<file path="src/rtl/rv_pipe_pkg.sv">
// Shared types for the RV32I pipeline: ALU operation codes, forwarding source
// select, and the ID/EX pipeline register layout.
package rv_pipe_pkg;

  localparam int DATA_WIDTH    = 32;
  localparam int OPCODE_LENGTH = 4;
  localparam int REG_ADDR_W    = 5;

  localparam logic [OPCODE_LENGTH-1:0] ALU_AND  = 4'b0000;
  localparam logic [OPCODE_LENGTH-1:0] ALU_OR   = 4'b0001;
  localparam logic [OPCODE_LENGTH-1:0] ALU_ADD  = 4'b0010;
  localparam logic [OPCODE_LENGTH-1:0] ALU_SUB  = 4'b0011;
  localparam logic [OPCODE_LENGTH-1:0] ALU_BEQ  = 4'b1000;
  localparam logic [OPCODE_LENGTH-1:0] ALU_SRLI = 4'b1001;

  typedef enum logic [1:0] {
    FWD_RF    = 2'd0,
    FWD_MEMWB = 2'd1,
    FWD_EXMEM = 2'd2
  } fwd_sel_t;

  typedef struct packed {
    logic                     valid;
    logic [REG_ADDR_W-1:0]    rs1;
    logic [REG_ADDR_W-1:0]    rs2;
    logic [REG_ADDR_W-1:0]    rd;
    logic [DATA_WIDTH-1:0]    rs1_data;
    logic [DATA_WIDTH-1:0]    rs2_data;
    logic [DATA_WIDTH-1:0]    imm;
    logic                     alu_src;
    logic [OPCODE_LENGTH-1:0] alu_op;
    logic                     mem_read;
    logic                     reg_write;
  } id_ex_t;

  // A writeback source may only satisfy a read of a nonzero register it actually writes.
  function automatic logic wb_hits(input logic                  wb_write,
                                   input logic [REG_ADDR_W-1:0] wb_rd,
                                   input logic [REG_ADDR_W-1:0] rs);
    return wb_write && (wb_rd != '0) && (wb_rd == rs);
  endfunction

endpackage

</file>
<file path="src/rtl/fwd_unit.sv">
// Per-operand forwarding selector: picks the youngest in-flight writeback that
// targets the operand's register, otherwise leaves the register-file value.
module fwd_unit
  import rv_pipe_pkg::*;
#(
  parameter int DATA_WIDTH = 32,
  parameter int REG_ADDR_W = 5
) (
  input  logic [REG_ADDR_W-1:0] rs,
  input  logic [REG_ADDR_W-1:0] exmem_rd,
  input  logic                  exmem_reg_write,
  input  logic [DATA_WIDTH-1:0] exmem_result,
  input  logic [REG_ADDR_W-1:0] memwb_rd,
  input  logic                  memwb_reg_write,
  input  logic [DATA_WIDTH-1:0] memwb_result,
  output fwd_sel_t              sel,
  output logic [DATA_WIDTH-1:0] value
);

  // EX/MEM is younger than MEM/WB, so it takes precedence on a double hit.
  always_comb begin
    sel   = FWD_RF;
    value = '0;
    if (wb_hits(exmem_reg_write, exmem_rd, rs)) begin
      sel   = FWD_EXMEM;
      value = exmem_result;
    end else if (wb_hits(memwb_reg_write, memwb_rd, rs)) begin
      sel   = FWD_MEMWB;
      value = memwb_result;
    end
  end

endmodule

</file>
<file path="src/rtl/id_ex_operand_stage.sv">
// ID/EX pipeline register with EX-side operand forwarding and load-use stall
// generation; feeds the ALU directly.
module id_ex_operand_stage
  import rv_pipe_pkg::*;
#(
  parameter int DATA_WIDTH    = 32,
  parameter int OPCODE_LENGTH = 4,
  parameter int REG_ADDR_W    = 5
) (
  input  logic                     clk,
  input  logic                     reset,
  input  logic                     id_valid,
  input  logic [REG_ADDR_W-1:0]    id_rs1,
  input  logic [REG_ADDR_W-1:0]    id_rs2,
  input  logic [REG_ADDR_W-1:0]    id_rd,
  input  logic [DATA_WIDTH-1:0]    id_rs1_data,
  input  logic [DATA_WIDTH-1:0]    id_rs2_data,
  input  logic [DATA_WIDTH-1:0]    id_imm,
  input  logic                     id_alu_src,
  input  logic                     id_uses_rs2,
  input  logic [OPCODE_LENGTH-1:0] id_alu_op,
  input  logic                     id_mem_read,
  input  logic                     id_reg_write,
  input  logic                     flush,
  input  logic [REG_ADDR_W-1:0]    exmem_rd,
  input  logic                     exmem_reg_write,
  input  logic [DATA_WIDTH-1:0]    exmem_result,
  input  logic [REG_ADDR_W-1:0]    memwb_rd,
  input  logic                     memwb_reg_write,
  input  logic [DATA_WIDTH-1:0]    memwb_result,
  output logic                     stall,
  output logic [DATA_WIDTH-1:0]    src_a,
  output logic [DATA_WIDTH-1:0]    src_b,
  output logic [OPCODE_LENGTH-1:0] alu_operation,
  output logic [DATA_WIDTH-1:0]    ex_store_data,
  output logic                     ex_valid,
  output logic [REG_ADDR_W-1:0]    ex_rd,
  output logic                     ex_mem_read,
  output logic                     ex_reg_write
);

  id_ex_t                ex_q;
  id_ex_t                ex_d;
  logic                  hz;
  fwd_sel_t              sel_a;
  fwd_sel_t              sel_b;
  logic [DATA_WIDTH-1:0] wb_val_a;
  logic [DATA_WIDTH-1:0] wb_val_b;
  logic [DATA_WIDTH-1:0] rs2_fwd;

  // A load in EX cannot forward its data yet, so a dependent ID instruction must wait.
  always_comb begin
    hz = id_valid && ex_q.valid && ex_q.mem_read && (ex_q.rd != '0) &&
         ((id_rs1 == ex_q.rd) || (id_uses_rs2 && (id_rs2 == ex_q.rd)));
    stall = hz && !flush && !reset;
  end

  always_comb begin
    ex_d           = '0;
    ex_d.valid     = id_valid;
    ex_d.rs1       = id_rs1;
    ex_d.rs2       = id_rs2;
    ex_d.rd        = id_rd;
    ex_d.rs1_data  = id_rs1_data;
    ex_d.rs2_data  = id_rs2_data;
    ex_d.imm       = id_imm;
    ex_d.alu_src   = id_alu_src;
    ex_d.alu_op    = id_alu_op;
    ex_d.mem_read  = id_mem_read;
    ex_d.reg_write = id_reg_write;
  end

  // Flush and hazard both insert a fully cleared bubble rather than holding EX.
  always_ff @(posedge clk) begin
    if (reset) begin
      ex_q <= '0;
    end else if (flush || hz) begin
      ex_q <= '0;
    end else begin
      ex_q <= ex_d;
    end
  end

  fwd_unit #(
    .DATA_WIDTH (DATA_WIDTH),
    .REG_ADDR_W (REG_ADDR_W)
  ) u_fwd_a (
    .rs              (ex_q.rs1),
    .exmem_rd        (exmem_rd),
    .exmem_reg_write (exmem_reg_write),
    .exmem_result    (exmem_result),
    .memwb_rd        (memwb_rd),
    .memwb_reg_write (memwb_reg_write),
    .memwb_result    (memwb_result),
    .sel             (sel_a),
    .value           (wb_val_a)
  );

  fwd_unit #(
    .DATA_WIDTH (DATA_WIDTH),
    .REG_ADDR_W (REG_ADDR_W)
  ) u_fwd_b (
    .rs              (ex_q.rs2),
    .exmem_rd        (exmem_rd),
    .exmem_reg_write (exmem_reg_write),
    .exmem_result    (exmem_result),
    .memwb_rd        (memwb_rd),
    .memwb_reg_write (memwb_reg_write),
    .memwb_result    (memwb_result),
    .sel             (sel_b),
    .value           (wb_val_b)
  );

  always_comb begin
    src_a   = (sel_a == FWD_RF) ? ex_q.rs1_data : wb_val_a;
    rs2_fwd = (sel_b == FWD_RF) ? ex_q.rs2_data : wb_val_b;
    src_b   = ex_q.alu_src ? ex_q.imm : rs2_fwd;
  end

  assign ex_store_data = rs2_fwd;
  assign alu_operation = ex_q.alu_op;
  assign ex_valid      = ex_q.valid;
  assign ex_rd         = ex_q.rd;
  assign ex_mem_read   = ex_q.mem_read;
  assign ex_reg_write  = ex_q.reg_write;

endmodule

</file>
<file path="config.mk">
export PLATFORM = sky130hd
export DESIGN_NAME = id_ex_operand_stage
export DESIGN_NICKNAME = d
export VERILOG_FILES = /design/src/rtl/rv_pipe_pkg.sv /design/src/rtl/fwd_unit.sv /design/src/rtl/id_ex_operand_stage.sv
export SDC_FILE = /design/constraint.sdc
export NUM_CORES = 1
export LEC_CHECK = 0
export ABC_AREA = 1
export ABC_CLOCK_PERIOD_IN_PS = 3860
export BUFFER_PORTS_ARGS = -buffer_cell sky130_fd_sc_hd__buf_4
export CORE_MARGIN = 2
export CORE_UTILIZATION = 30
export CTS_BUF_LIST = sky130_fd_sc_hd__clkbuf_16
export CTS_CLUSTER_DIAMETER = 30
export DETAILED_ROUTE_END_ITERATION = 10
export GPL_TIMING_DRIVEN = 0
export PLACE_DENSITY_LB_ADDON = 0.05
export SLEW_MARGIN = 20
export SYNTH_ARGS = -nofsm -noshare
export SYNTH_HDL_FRONTEND = slang
export SYNTH_HIERARCHICAL = 1
export SYNTH_SLANG_ARGS = --single-unit
</file>
<file path="constraint.sdc">
create_clock -name clk -period 3.86 [get_ports clk]
set_input_delay 0.965 -clock clk [delete_from_list [all_inputs] [get_ports clk]]
set_output_delay 0.965 -clock clk [all_outputs]
set_load 0.05 [all_outputs]
</file>
# Yosys cells after proc, flatten, opt, wreduce, memory -nomap -nowiden
# Index checks and enable logic that the tools add are counted.
dict set report totals {
  input_bits 199
  regBits 119
}
dict set report op_classes {
  n_mux 11
  n_eq_ne 6
  reduce_logical 23
}
# operator n
set ops {}
lappend ops {{2-to-1 mux 32 bit} 7}
lappend ops {{equality test 5 bit} 6}
lappend ops {{nonzero test 5 bit} 3}
lappend ops {{logical AND 1 bit} 13}
lappend ops {{logical NOT 2 bit} 2}
lappend ops {{2-to-1 mux 2 bit} 2}
lappend ops {{logical NOT 1 bit} 2}
lappend ops {{logical OR 1 bit} 2}
lappend ops {{2-to-1 mux 1 bit} 2}
lappend ops {{OR reduction 2 bit} 1}

# Depth between registers and ports, before layout
# Gate-level depths: netlist (run 1).
dict set report logic_depth {
  word_depth 8
  mapped_depth 11
}

# Hierarchy
# The synthesis (run 1) kept the hierarchy.
# mod instances area_per_inst_um2 cells_per_inst seq_area_each_um2
set modules_own_cells {}
lappend modules_own_cells {id_ex_operand_stage 1 4853.4 642 2382.3}
lappend modules_own_cells {fwd_unit 2 729.4 162 0.0}

# Least setup slack after synthesis (run 1)
# No wires, ideal clock.
dict set report synth_timing {
  path_kind {in2out}
  from {in exmem_rd[3]}
  to {out src_b[0]}
  slack_ns -0.032
  stages 10
  required_time_ns 2.895
  t_arrival_ns 2.927
  path_buffers 1
  cell_sequence {inv_1 > nand2_1 > nand2_1 > nor2_4 > nand4_4 > and2_1 > nor2_1 > buf_2 > nand2_1 > a31oi_1}
}
dict set report synth_between {
  elab_chain_len 7
  word_cells_on_any_way 9
  classes_between {1 x eq/ne; 4 x mux; 4 x reduce/logical}
}
# element line_no
set synth_rtl {}
lappend synth_rtl {{start: declaration} id_ex_operand_stage.sv:25} ;# input logic [REG_ADDR_W-1:0] exmem_rd,
lappend synth_rtl {{nonzero test 5 bit} rv_pipe_pkg.sv:40} ;# return wb_write && (wb_rd != '0) && (wb_rd == rs);
lappend synth_rtl {{logical AND 1 bit} rv_pipe_pkg.sv:40}
lappend synth_rtl {{logical AND 1 bit *} rv_pipe_pkg.sv:40}
lappend synth_rtl {{2-to-1 mux 2 bit *} fwd_unit.sv:24} ;# if (wb_hits(exmem_reg_write, exmem_rd, rs)) begin
lappend synth_rtl {{via sel_b[0]} id_ex_operand_stage.sv:46} ;# fwd_sel_t sel_b;
lappend synth_rtl {{logical NOT 2 bit *} id_ex_operand_stage.sv:116} ;# rs2_fwd = (sel_b == FWD_RF) ? ex_q.rs2_data : wb_val_b;
lappend synth_rtl {{2-to-1 mux 32 bit *} id_ex_operand_stage.sv:116}
lappend synth_rtl {{2-to-1 mux 32 bit *} id_ex_operand_stage.sv:117} ;# src_b = ex_q.alu_src ? ex_q.imm : rs2_fwd;
lappend synth_rtl {{end: declaration} id_ex_operand_stage.sv:33} ;# output logic [DATA_WIDTH-1:0] src_b,
# Mark *: on every way through the listed nets, which the timed path passes. The rest lies on a longest branch.

# Worst setup path after layout (run 1)
dict set report layout_timing {
  from {in exmem_rd[0]}
  to {out src_a[11]}
}
dict set report layout_between {
  elab_chain_len 6
  word_cells_on_any_way 8
  classes_between {1 x eq/ne; 3 x mux; 4 x reduce/logical}
}
# element line_no
set layout_rtl {}
lappend layout_rtl {{nonzero test 5 bit} rv_pipe_pkg.sv:40}
lappend layout_rtl {{logical AND 1 bit} rv_pipe_pkg.sv:40}
lappend layout_rtl {{logical AND 1 bit *} rv_pipe_pkg.sv:40}
lappend layout_rtl {{2-to-1 mux 2 bit *} fwd_unit.sv:24}
lappend layout_rtl {{via sel_a[0]} id_ex_operand_stage.sv:45} ;# fwd_sel_t sel_a;
lappend layout_rtl {{logical NOT 2 bit *} id_ex_operand_stage.sv:115} ;# src_a = (sel_a == FWD_RF) ? ex_q.rs1_data : wb_val_a;
lappend layout_rtl {{2-to-1 mux 32 bit *} id_ex_operand_stage.sv:115}
lappend layout_rtl {{end: declaration} id_ex_operand_stage.sv:32} ;# output logic [DATA_WIDTH-1:0] src_a,
# Marks and branches as above.

==> metrics.md, run 1 <==
| Metric | Value |
|---|---|
| Largest net degree at the start of global routing | `17` |
| Vias | `around 7000` |
| Critical path origin | `exmem_rd[0]` |
| Max-Cap Viols | `0` |
| Cell-internal power | `between 2 and 3 mW` |
| Tcrit/Tclk final | `97.8%` |
| Status | `complete, no violations` |
| Multi-input logic area | `3120 µm²` |
| HP Class | `input port to register` |
| Layout cell share with drive strength beyond 1 | `36.6%` |
| Clock Skew | `around 9 ps` |
| Crit end category | `output port` |
| Reg2Reg Setup Slack | `2240 ps` |
| Startpoint type of the worst setup path | `input port` |
| Avg WL per Cell | `15.1 µm` |
| Inserted Clock Buffers | `17` |
| F_max | `~260 MHz` |
| Yosys top cell area share | `37.7%` |
| Layout overhead on the synthesized area | `57.4%` |
| Vias in the first global route | `6611` |
| Routability congestion estimate from global placement | `0.854` |
| Top post-synthesis cells by area | `dfxtp_1 (38%), nand2_1 (16%), nor2_1 (10%), inv_1 (8.9%), mux2_2 (5.7%)` |
| Area leader, netlist | `dfxtp_1` |
| Ys Warns | `6` |
| Synthesized area per cell | `roughly 6.5 µm²` |
| Initial DRT Pass Iterations | `4` |
| Routed WL | `24.0 mm` |
| DR DRC count | `0` |
| Clock power frac | `44.9%` |
| Top_reg_cell synth | `dfxtp_1` |
| Slowest cell on crit path | `mux2_2` |
| Worst EP required | `2890 ps` |
| H-tree levels | `4` |
| PortBufs | `about 310` |
| Slew HR | `46.8%` |
| Overflow left after global routing | `0` |
| CTS Hold Bufs | `0` |
| Critical Path End | `src_a[11]` |
| Clock slew at reported path FFs | `~60 ps` |
| Cell-by-cell trace of the critical path | `buf_4, nand2_1, nand2_1, nor2_4, nand4_4, and2_1, nor2_4, buf_6, mux2_2, buf_4` |
| I/O pin count | `308` |
| Final hold violations | `0` |
| Sequential cell area | `2380 µm²` |
| Slew @ Worst Pin | `around 800 ps` |
| Total track usage | `21.3%` |
| Top cells by instance count after synthesis | `nand2_1 (271), nor2_1 (172), inv_1 (150)` |
| Switching fraction of total power | `28.4%` |
| # fillers | `2255` |
| FF-to-FF End | `ex_q[71]` |
| Iteration-0 DRC Markers | `approximately 250` |
| Static leakage | `5.65 nW` |
| Final core occ | `about 48%` |
| FFs w/ async S/R, synth | `0%` |
| Antenna viol nets, final | `0` |
| Net Count, Synth | `1165` |
| Post-synth EDFFs | `0` |
| Chip width | `149 µm` |
| Cell area after synthesis | `6310 µm²` |
| Row Count | `53` |
| Dpl hpwl | `18.7 mm` |
| RR Startpoint | `ex_rd[0]` |
| Nets | `1502` |
| Worst vdd ir | `0.258 mV` |
| Synth cell types | `20` |
| First-pass GRT wire length | `36.0 mm` |
| Logic pwr share | `20.2%` |
| Number of clock sinks | `119` |
| Setup violators final | `0` |
| Synth Instances | `966` |
| CP max FO | `10` |
| Crit path time final | `around 3800 ps` |
| Flop pwr share | `between 30% and 40%` |
| Power Dens Cells | `374 nW/µm²` |
| Number of inserted diodes | `0` |
| Die Y | `approximately 150 µm` |
| Clk buf depth | `2` |
| CORE AREA | `20800 µm²` |
| CTS tree | `built` |
| Clk root buf | `clkbuf_16` |
| Final setup TNS | `0 ps` |
| Most common cell in the netlist | `nand2_1` |
| Critical Path AT | `about 2800 ps` |
| Starting Density | `30.3%` |
| Die area | `22200 µm²` |
| R2R cell count | `11` |
| Switching power total | `between 1 and 1.5 mW` |
| RSZ-0062 raised after global routing | `true` |
| Initial antenna violation count | `0` |
| Drt via density | `4.35` |
| Max-slew violations | `0` |
| Yosys reg bits | `119` |
| CP Class | `input port to output port` |
| Clk_lat worst skew | `420 ps` |
| CP max stage delay | `roughly 360 ps` |
| Seq/Total Area, Yosys | `37.7%` |
per-layer routing:
metal	routed length [µm]	vias to the layer above	part of all wire [%]	global-route usage, %
li1	-	3601	-	-
met1	10100	3063	42	25.7
met2	11600	233	48	36.0
met3	1980	27	8.3	7.13
met4	380	0	1.6	6.33
met5	0	-	0	0
what timing repair did:
action / CTS / global route
resized for setup: 18 / 23
hold endpoints to repair: 0 / 0
pin swaps: 0 / 5
endpoints found under the setup margin: 92 / 69
setup buffers: 0 / 11
state kept, by name (all words and copies together) (netlist names):
register and flops:
alu_operation 4, ex_mem_read 1, ex_q 107, ex_rd 5, ex_reg_write 1, ex_valid 1
cell type report:
class / count / area share, %
Sequential cell: 119 / 24.0
Tap cell: 275 / 3.46
Multi-Input combinational cell: 630 / 31.4
Clock inverter: 14 / 1.86
Buffer: 58 / 4.73
Clock buffer: 17 / 4.28
Timing Repair Buffer: 318 / 24.2
Inverter: 159 / 6.06
worst min path at each step:
stage	startpoint	endpoint	depth (start not counted)
2_1_floorplan	ex_rd[2]	alu_operation[3]	7
3_3_place_gp	ex_valid	ex_reg_write	6
3_5_place_dp	ex_valid	ex_reg_write	6
4_1_cts	id_rs2_data[18]	ex_q[57]	3
5_1_grt	id_imm[11]	ex_q[18]	3
6_report	id_rs2_data[25]	ex_q[64]	3
layout by cell type, fill, tap and decap left out, types with 17 or more instances in the layout:
master,n
buf_6,23
inv_1,151
buf_4,333
nand2_1,271
nand3_1,70
a31oi_2,30
mux2_2,32
o21ai_0,34
clkbuf_16,17
dfxtp_1,119
nor2_1,170
per-stage QoR:
stage / hold WS, ps / setup slack [ps] / area [µm²] / power, mW / cells
global placement: 875 / -392 / 9150 / 2.07 / 1548
floorplan: 930 / 162 / 6500 / 1.74 / 966
CTS: 732 / -2.95 / 9800 / 3.75 / 1579
finish: 752 / 83.6 / 9940 / 3.71 / 1590
detailed placement: 888 / -374 / 9150 / 2.07 / 1548
global route: 741 / -13.5 / 9940 / 3.87 / 1590
power by group through the flow:
stage,Clock (mW),Combinational (mW),Sequential [mW]
floorplan,0,0.421,1.32
global placement,0,0.745,1.32
detailed placement,0,0.746,1.32
CTS,1.71,0.751,1.30
global route,1.76,0.809,1.30
finish,1.67,0.752,1.30
cell families after synthesis:
family / count (synthesis) / share of synthesized area (%)
DFF: 119 / 37.7
AOI/OAI and AO/OA: 72 / 6.34
xor gates and xnor gates: 1 / 0.139
and+or+nand+nor: 525 / 34.0
muxes: 32 / 5.71
buffers and inverters: 217 / 16.0
critical path: cells and delay by family:
| kind | cells | cell delay [ps] |
|---|---|---|
| mux | 1 | 360 |
| buf+inv | 3 | 520 |
| simple gates | 6 | 940 |
No activity file was read; power rests on OpenSTA's default activity.
==> run 2, diff against run 1 <==
--- a/config.mk
+++ b/config.mk
@@ -6,12 +6,11 @@
 export NUM_CORES = 1
 export LEC_CHECK = 0
 export ABC_AREA = 1
-export ABC_CLOCK_PERIOD_IN_PS = 3860
+export ABC_CLOCK_PERIOD_IN_PS = 3800
 export BUFFER_PORTS_ARGS = -buffer_cell sky130_fd_sc_hd__buf_4
-export CORE_MARGIN = 2
+export CORE_MARGIN = 8
 export CORE_UTILIZATION = 30
 export CTS_BUF_LIST = sky130_fd_sc_hd__clkbuf_16
-export CTS_CLUSTER_DIAMETER = 30
 export DETAILED_ROUTE_END_ITERATION = 10
 export GPL_TIMING_DRIVEN = 0
 export PLACE_DENSITY_LB_ADDON = 0.05
==> constraint.sdc (replaced) <==
create_clock -name clk -period 3.8 [get_ports clk]
set_input_delay 0.95 -clock clk [delete_from_list [all_inputs] [get_ports clk]]
set_output_delay 0.95 -clock clk [all_outputs]
set_load 0.05 [all_outputs]
==> run 2 against run 1 <==
  * Via count is 0.53% higher
  * Hold slack lost 10 ps
  * Sequential share of layout area shrank 0.37 points
==> metrics.md, run 2 (synthesized netlist as in run 1, its figures left out) <==
| Metric | Value |
|---|---|
| Status | `complete, no violations` |
| Nets | `1506 (+0.27%)` |
| Chip width | `161 µm (+8.1%)` |
| Number of clock sinks | `119 (unchanged)` |
| Clk root buf | `clkbuf_16` |
| CTS tree | `built` |
| Final Cell Area | `10100 µm² (+1.5%)` |
| R2R cell count | `11 (unchanged)` |
| Commonest non-fill, non-tap cell in the layout | `buf_4` |
| Crit path time final | `3690 ps` |
| Reg2Reg Setup Slack | `2180 ps (-60 ps)` |
| Slew @ Worst Pin | `824 ps (+25.9 ps)` |
| Clk_lat worst skew | `420 ps (about the same)` |
| Max-Cap Viols | `0 (unchanged)` |
| Layout overhead on the synthesized area | `59.9%` |
| Placed Area | `9150 µm² (unchanged)` |
| Routed WL | `26.4 mm (+10%)` |
| HP Class | `input port to register` |
| Die Y | `161 µm (+8.1%)` |
| RR Startpoint | `ex_rd[4]` |
| F_max | `271 MHz` |
| Crit end category | `output port` |
| Critical Path AT | `2740 ps (-70 ps)` |
| Largest net degree at the start of global routing | `17 (unchanged)` |
| Tcrit/Tclk final | `around 100%` |
| Routability congestion estimate from global placement | `0.851 (-0.39%)` |
| DR DRC count | `0 (unchanged)` |
| H-tree levels | `4 (unchanged)` |
| Pwr Total | `3.91 mW (+5.4%)` |
| Overflow left after global routing | `0 (unchanged)` |
| Layout cell share with drive strength beyond 1 | `36.8% (+0.24 points)` |
| Startpoint type of the worst setup path | `input port` |
| Final hold violations | `0 (unchanged)` |
| Clk buf depth | `2 (unchanged)` |
| CP max FO | `10 (unchanged)` |
| Dpl hpwl | `20.6 mm (+10%)` |
| Initial antenna violation count | `0 (unchanged)` |
| Final core occ | `48.5% (+0.74 points)` |
| Worst EP required | `2850 ps (-40 ps)` |
| PortBufs | `307 (unchanged)` |
| Max-slew violations | `0 (unchanged)` |
| Hold Path Depth | `3 (unchanged)` |
| Power Dens Cells | `388 nW/µm² (+3.8%)` |
| First-pass GRT wire length | `39.6 mm (+10%)` |
| CORE AREA | `20800 µm² (unchanged)` |
| Vias in the first global route | `6971 (+5.4%)` |
| CP Class | `input port to output port` |
| Slew HR | `45.1% (-1.7 points)` |
| Post-Place Setup Slack | `-384 ps (-9.85 ps)` |
| Iteration-0 DRC Markers | `298 (+18%)` |
| Total track usage | `19.7% (-1.6 points)` |
| Clock Skew | `6.61 ps (-2.41 ps)` |
| Hold EP | `ex_q[24]` |
| Vias | `6961 (+0.53%)` |
| Final WS setup | `110 ps (+26.4 ps)` |
| CTS Hold Bufs | `0 (unchanged)` |
| Fin Hold WS | `742 ps (-9.97 ps)` |
| Inserted Clock Buffers | `17 (unchanged)` |
| Die area | `25900 µm² (+17%)` |
| Most frequent cells in the layout | `buf_4 (332), nand2_1 (271), nor2_1 (170), inv_1 (150), dfxtp_1 (119)` |
| Setup violators final | `0 (unchanged)` |
| Largest register FFs | `107 (unchanged)` |
| Worst vdd ir | `0.271 mV (+5.2%)` |
| Clock slew at reported path FFs | `60 ps (about the same)` |
| Row Count | `53 (unchanged)` |
| I/O pin count | `308 (unchanged)` |
| Reg with most FFs | `ex_q` |
| Avg WL per Cell | `16.6 µm (+9.6%)` |
| Initial DRT Pass Iterations | `5 (+1)` |
| Number of inserted diodes | `0 (unchanged)` |
| Starting Density | `30.3% (unchanged)` |
| Static leakage | `5.72 nW (+1.4%)` |
| FF-to-FF End | `ex_q[67]` |
| Drt via density | `4.36 (+0.22%)` |
| Antenna viol nets, final | `0 (unchanged)` |
| Hold Startpoint | `id_imm[17]` |
[run 2: critical path, stage by stage]
cell and delay [ps]:
buf_4 130, nand2_1 60, nand2_1 80, nor2_4 130
nand4_4 190, and2_4 230, nor2_4 120, buf_12 140
buf_8 150, mux2_2 350, buf_4 190
[run 2: through the flow]
stage / TNS [ps] / instances
2_1_floorplan: 0 / 966
3_3_place_gp: -26970 / 1548
3_5_place_dp: -27490 / 1548
4_1_cts: -464 / 1580
5_1_grt: -6.91 / 1595
6_report: 0 / 1595
[run 2: layout make-up]
type | instances | area [µm²]
multi-input combinational | 630 | 3130
fill | 2185 | 10700
clock buffer | 17 | 425
clock inverter | 15 | 233
sequential | 119 | 2380
tap | 275 | 344
timing repair buffer | 322 | 2500
buffer | 58 | 480
inverter | 159 | 602
[run 2: how the worst max path moves through the flow]
| stage | startpoint | end | slack, ps | cells past startpoint |
|---|---|---|---|---|
| floorplan | exmem_rd[3] | src_b[29] | 130 | 9 |
| global placement | exmem_rd[3] | src_b[6] | -400 | 12 |
| detailed placement | exmem_rd[3] | src_b[17] | -380 | 11 |
| CTS | exmem_rd[2] | src_a[28] | -30 | 12 |
| global route | exmem_rd[0] | src_b[19] | -5 | 14 |
| finish | exmem_rd[0] | src_a[18] | 110 | 11 |
[run 2: power breakdown]
| part | switching, mW | leakage, nW | internal, mW | total [mW] |
|---|---|---|---|---|
| sequential | 0.0167 | 0.978 | 1.30 | 1.32 |
| combinational | 0.454 | 4.43 | 0.322 | 0.776 |
| clock | 0.602 | 0.311 | 1.22 | 1.82 |
| total | 1.07 | 5.72 | 2.84 | 3.91 |
[run 2: routing by layer]
metal  vias to the layer above  part of all wire (%)  GRT usage (%)
li1                       3607                     -              -
met1                      3105                    42           23.0
met2                       222                    47           32.5
met3                        27                   8.9           8.35
met4                         0                   1.6           5.56
met5                         -                     0              0
[run 2: what timing repair did]
item                                    in CTS  in global routing
endpoints found under the setup margin      92                 90
gates resized for setup                     21                 32
buffers inserted                             0                 13
pin swaps                                    1                  5
gates cloned                                 0                  2
==> run 3, diff against run 2 <==
--- a/config.mk
+++ b/config.mk
@@ -6,7 +6,7 @@
 export NUM_CORES = 1
 export LEC_CHECK = 0
 export ABC_AREA = 1
-export ABC_CLOCK_PERIOD_IN_PS = 3800
+export ABC_CLOCK_PERIOD_IN_PS = 4300
 export BUFFER_PORTS_ARGS = -buffer_cell sky130_fd_sc_hd__buf_4
 export CORE_MARGIN = 8
 export CORE_UTILIZATION = 30
@@ -14,6 +14,7 @@
 export DETAILED_ROUTE_END_ITERATION = 10
 export GPL_TIMING_DRIVEN = 0
 export PLACE_DENSITY_LB_ADDON = 0.05
+export SETUP_SLACK_MARGIN = 0.3
 export SLEW_MARGIN = 20
 export SYNTH_ARGS = -nofsm -noshare
 export SYNTH_HDL_FRONTEND = slang
==> constraint.sdc (replaced) <==
create_clock -name clk -period 4.3 [get_ports clk]
set_input_delay 1.075 -clock clk [delete_from_list [all_inputs] [get_ports clk]]
set_output_delay 1.075 -clock clk [all_outputs]
set_load 0.05 [all_outputs]
==> run 3 against run 2 <==
  * Design area grew 1.1%
  * Hold slack better by 130 ps
  * Non-clock buffer count grew 6
  * Combinational power fell by 11%
  * Clock power is 12% lower
  * Via count fell by 0.27%
  * Setup slack improved by 290 ps
  * Total power down 11%
  * Sequential power decreased by 12%
  * Final cell count is 0.38% higher
  * Core utilization rose by 0.55 points
  * Critical path depth increased by 2
  * Critical endpoint is now src_a[1]
  * Largest cell class unchanged
==> metrics.md, run 3 (synthesized netlist as in run 1, its figures left out) <==
| Metric | Value |
|---|---|
| Status | `complete, no violations` |
| Tcrit/Tclk final | `approximately 91%` |
| Non-filler cells, final | `1601 (+0.38%)` |
| Final hold violations | `0 (unchanged)` |
| Placed cells | `1548 (unchanged)` |
| Die area | `25900 µm² (unchanged)` |
| Starting Density | `30.3% (unchanged)` |
| Worst path buffer plus inverter count | `6 (+2)` |
| CTS tree | `built` |
| Avg WL per Cell | `16.5 µm (-0.23%)` |
| Commonest non-fill, non-tap cell in the layout | `buf_4` |
| Vias in the first global route | `6983 (+0.17%)` |
| Routed WL | `26.5 mm (+0.14%)` |
| CP max FO | `10 (unchanged)` |
| HP Class | `input port to register` |
| Initial antenna violation count | `0 (unchanged)` |
| Final WS setup | `402 ps (+292 ps)` |
| Initial DRT Pass Iterations | `7 (+2)` |
| Die Y | `161 µm (unchanged)` |
| Number of inserted diodes | `0 (unchanged)` |
| Critical Path AT | `2820 ps (+80 ps)` |
| Layout cell share with drive strength beyond 1 | `37.2% (+0.36 points)` |
| Reg with most FFs | `ex_q` |
| Startpoint type of the worst setup path | `input port` |
| Final Cell Area | `10200 µm² (+1.1%)` |
| Worst path depth | `13 (+2)` |
| PortBufs | `307 (unchanged)` |
| Nets | `1512 (+0.40%)` |
| Chip width | `161 µm (unchanged)` |
| R2R cell count | `11 (unchanged)` |
| Vias | `6942 (-0.27%)` |
| CP max stage delay | `340 ps (about the same)` |
| Antenna viol nets, final | `0 (unchanged)` |
| DR DRC count | `0 (unchanged)` |
| Clk buf depth | `2 (unchanged)` |
| Layout overhead on the synthesized area | `61.7%` |
| RSZ-0062 raised after global routing | `true` |
| Static leakage | `5.77 nW (+0.74%)` |
| Total track usage | `19.8% (+0.11 points)` |
| Cell-by-cell trace of the critical path | `buf_4, nor2_1, nand2_1, nand2_1, nand2_1, nand4_4, clkinv_4, buf_6, nor2_4, buf_12, buf_8, mux2_2, buf_4` |
| Placed Area | `9150 µm² (unchanged)` |
| Pwr Total | `3.47 mW (-11%)` |
| Routability congestion estimate from global placement | `0.851 (unchanged)` |
| Post-Place Setup Slack | `-134 ps (+250 ps)` |
| Slew @ Worst Pin | `816 ps (-7.89 ps)` |
| CORE AREA | `20800 µm² (unchanged)` |
| Inserted Clock Buffers | `17 (unchanged)` |
| Dpl hpwl | `20.6 mm (unchanged)` |
| Final setup TNS | `0 ps (unchanged)` |
| Number of clock sinks | `119 (unchanged)` |
| CP Class | `input port to output port` |
| Crit path time final | `3900 ps` |
| Clock Skew | `6.93 ps (+0.323 ps)` |
| Row Count | `53 (unchanged)` |
| Top delay family on crit path | `buffers and inverters` |
| Slowest cell on crit path | `mux2_2` |
| Largest net degree at the start of global routing | `17 (unchanged)` |
| Max-slew violations | `0 (unchanged)` |
| Hold Path Depth | `3 (unchanged)` |
| H-tree levels | `4 (unchanged)` |
| Power Dens Cells | `340 nW/µm² (-12%)` |
| Max-Cap Viols | `0 (unchanged)` |
| Slew HR | `45.6% (+0.53 points)` |
| Clock slew at reported path FFs | `60 ps (about the same)` |
| I/O pin count | `308 (unchanged)` |
| Crit end category | `output port` |
| Overflow left after global routing | `0 (unchanged)` |
| Setup violators final | `0 (unchanged)` |
| Iteration-0 DRC Markers | `283 (-5.0%)` |
| Worst vdd ir | `0.239 mV (-12%)` |
| Clk root buf | `clkbuf_16` |
| Worst EP required | `3220 ps (+370 ps)` |
| Most frequent cells in the layout | `buf_4 (324), nand2_1 (271), nor2_1 (170), inv_1 (150), dfxtp_1 (119)` |
| Largest register FFs | `107 (unchanged)` |
| Cell mode on critical path | `nand2_1` |
| Clk_lat worst skew | `410 ps (about the same)` |
| First-pass GRT wire length | `39.8 mm (+0.47%)` |
| F_max | `257 MHz` |
| Drt via density | `4.34 (-0.65%)` |
run 3: changes by cell type in the layout (fill, tap and decap cells not counted), sizes merged:
| cell | previous run | this run |
|---|---|---|
| buf | 368 | 372 |
| inv | 159 | 157 |
| clkbuf | 29 | 31 |
| clkinv | 6 | 8 |
run 3: area by class of cell:
class                           instances  area (µm²)
Clock buffer                           17         425
Tap cell                              275         344
Multi-Input combinational cell        630        3130
Fill cell                            2186       10600
Sequential cell                       119        2380
Buffer                                 58         500
Timing Repair Buffer                  328        2580
Clock inverter                         15         233
Inverter                              159         607
run 3: repair_timing:
| action | in CTS | in global routing |
|---|---|---|
| resized for setup | 31 | 51 |
| pin swaps | 4 | 19 |
| buffers inserted | 8 | 11 |
| hold buffers | 0 | 0 |
| gates cloned | 0 | 2 |
| setup endpoints to repair | 96 | 86 |
run 3: where the power goes:
group / total (mW) / leakage, nW / switching, mW / internal (mW)
Clock: 1.61 / 0.311 / 0.530 / 1.08
Sequential: 1.16 / 0.978 / 0.0148 / 1.15
Combinational: 0.694 / 4.48 / 0.403 / 0.291
Total: 3.47 / 5.77 / 0.948 / 2.52
run 3: worst paths after layout:
check                   start            to  slack [ps]
setup reg to reg     ex_rd[4]      ex_q[63]        2680
setup / recovery  exmem_rd[2]      src_a[1]         400
hold / removal     id_imm[17]      ex_q[24]         870
hold reg to reg      ex_valid  ex_reg_write         890
run 3: metrics by stage:
step,utilization (%),hold slack (ps)
after floorplan,-,930
after global placement,43.9,889
after detailed placement,43.9,892
after CTS,47.8,855
after global routing,49.0,856
final,49.0,870
run 3: routing by layer:
layer	up-vias	track usage, %	wire (µm)
met1	3075	23.2	11100
met2	226	32.9	12600
met3	23	8.30	2380
met4	0	5.26	350
met5	-	0	0
li1	3618	-	-
run 3: worst min-delay path: stages:
cell and delay (ps):
buf_4 70, inv_1 30, nor2_1 70
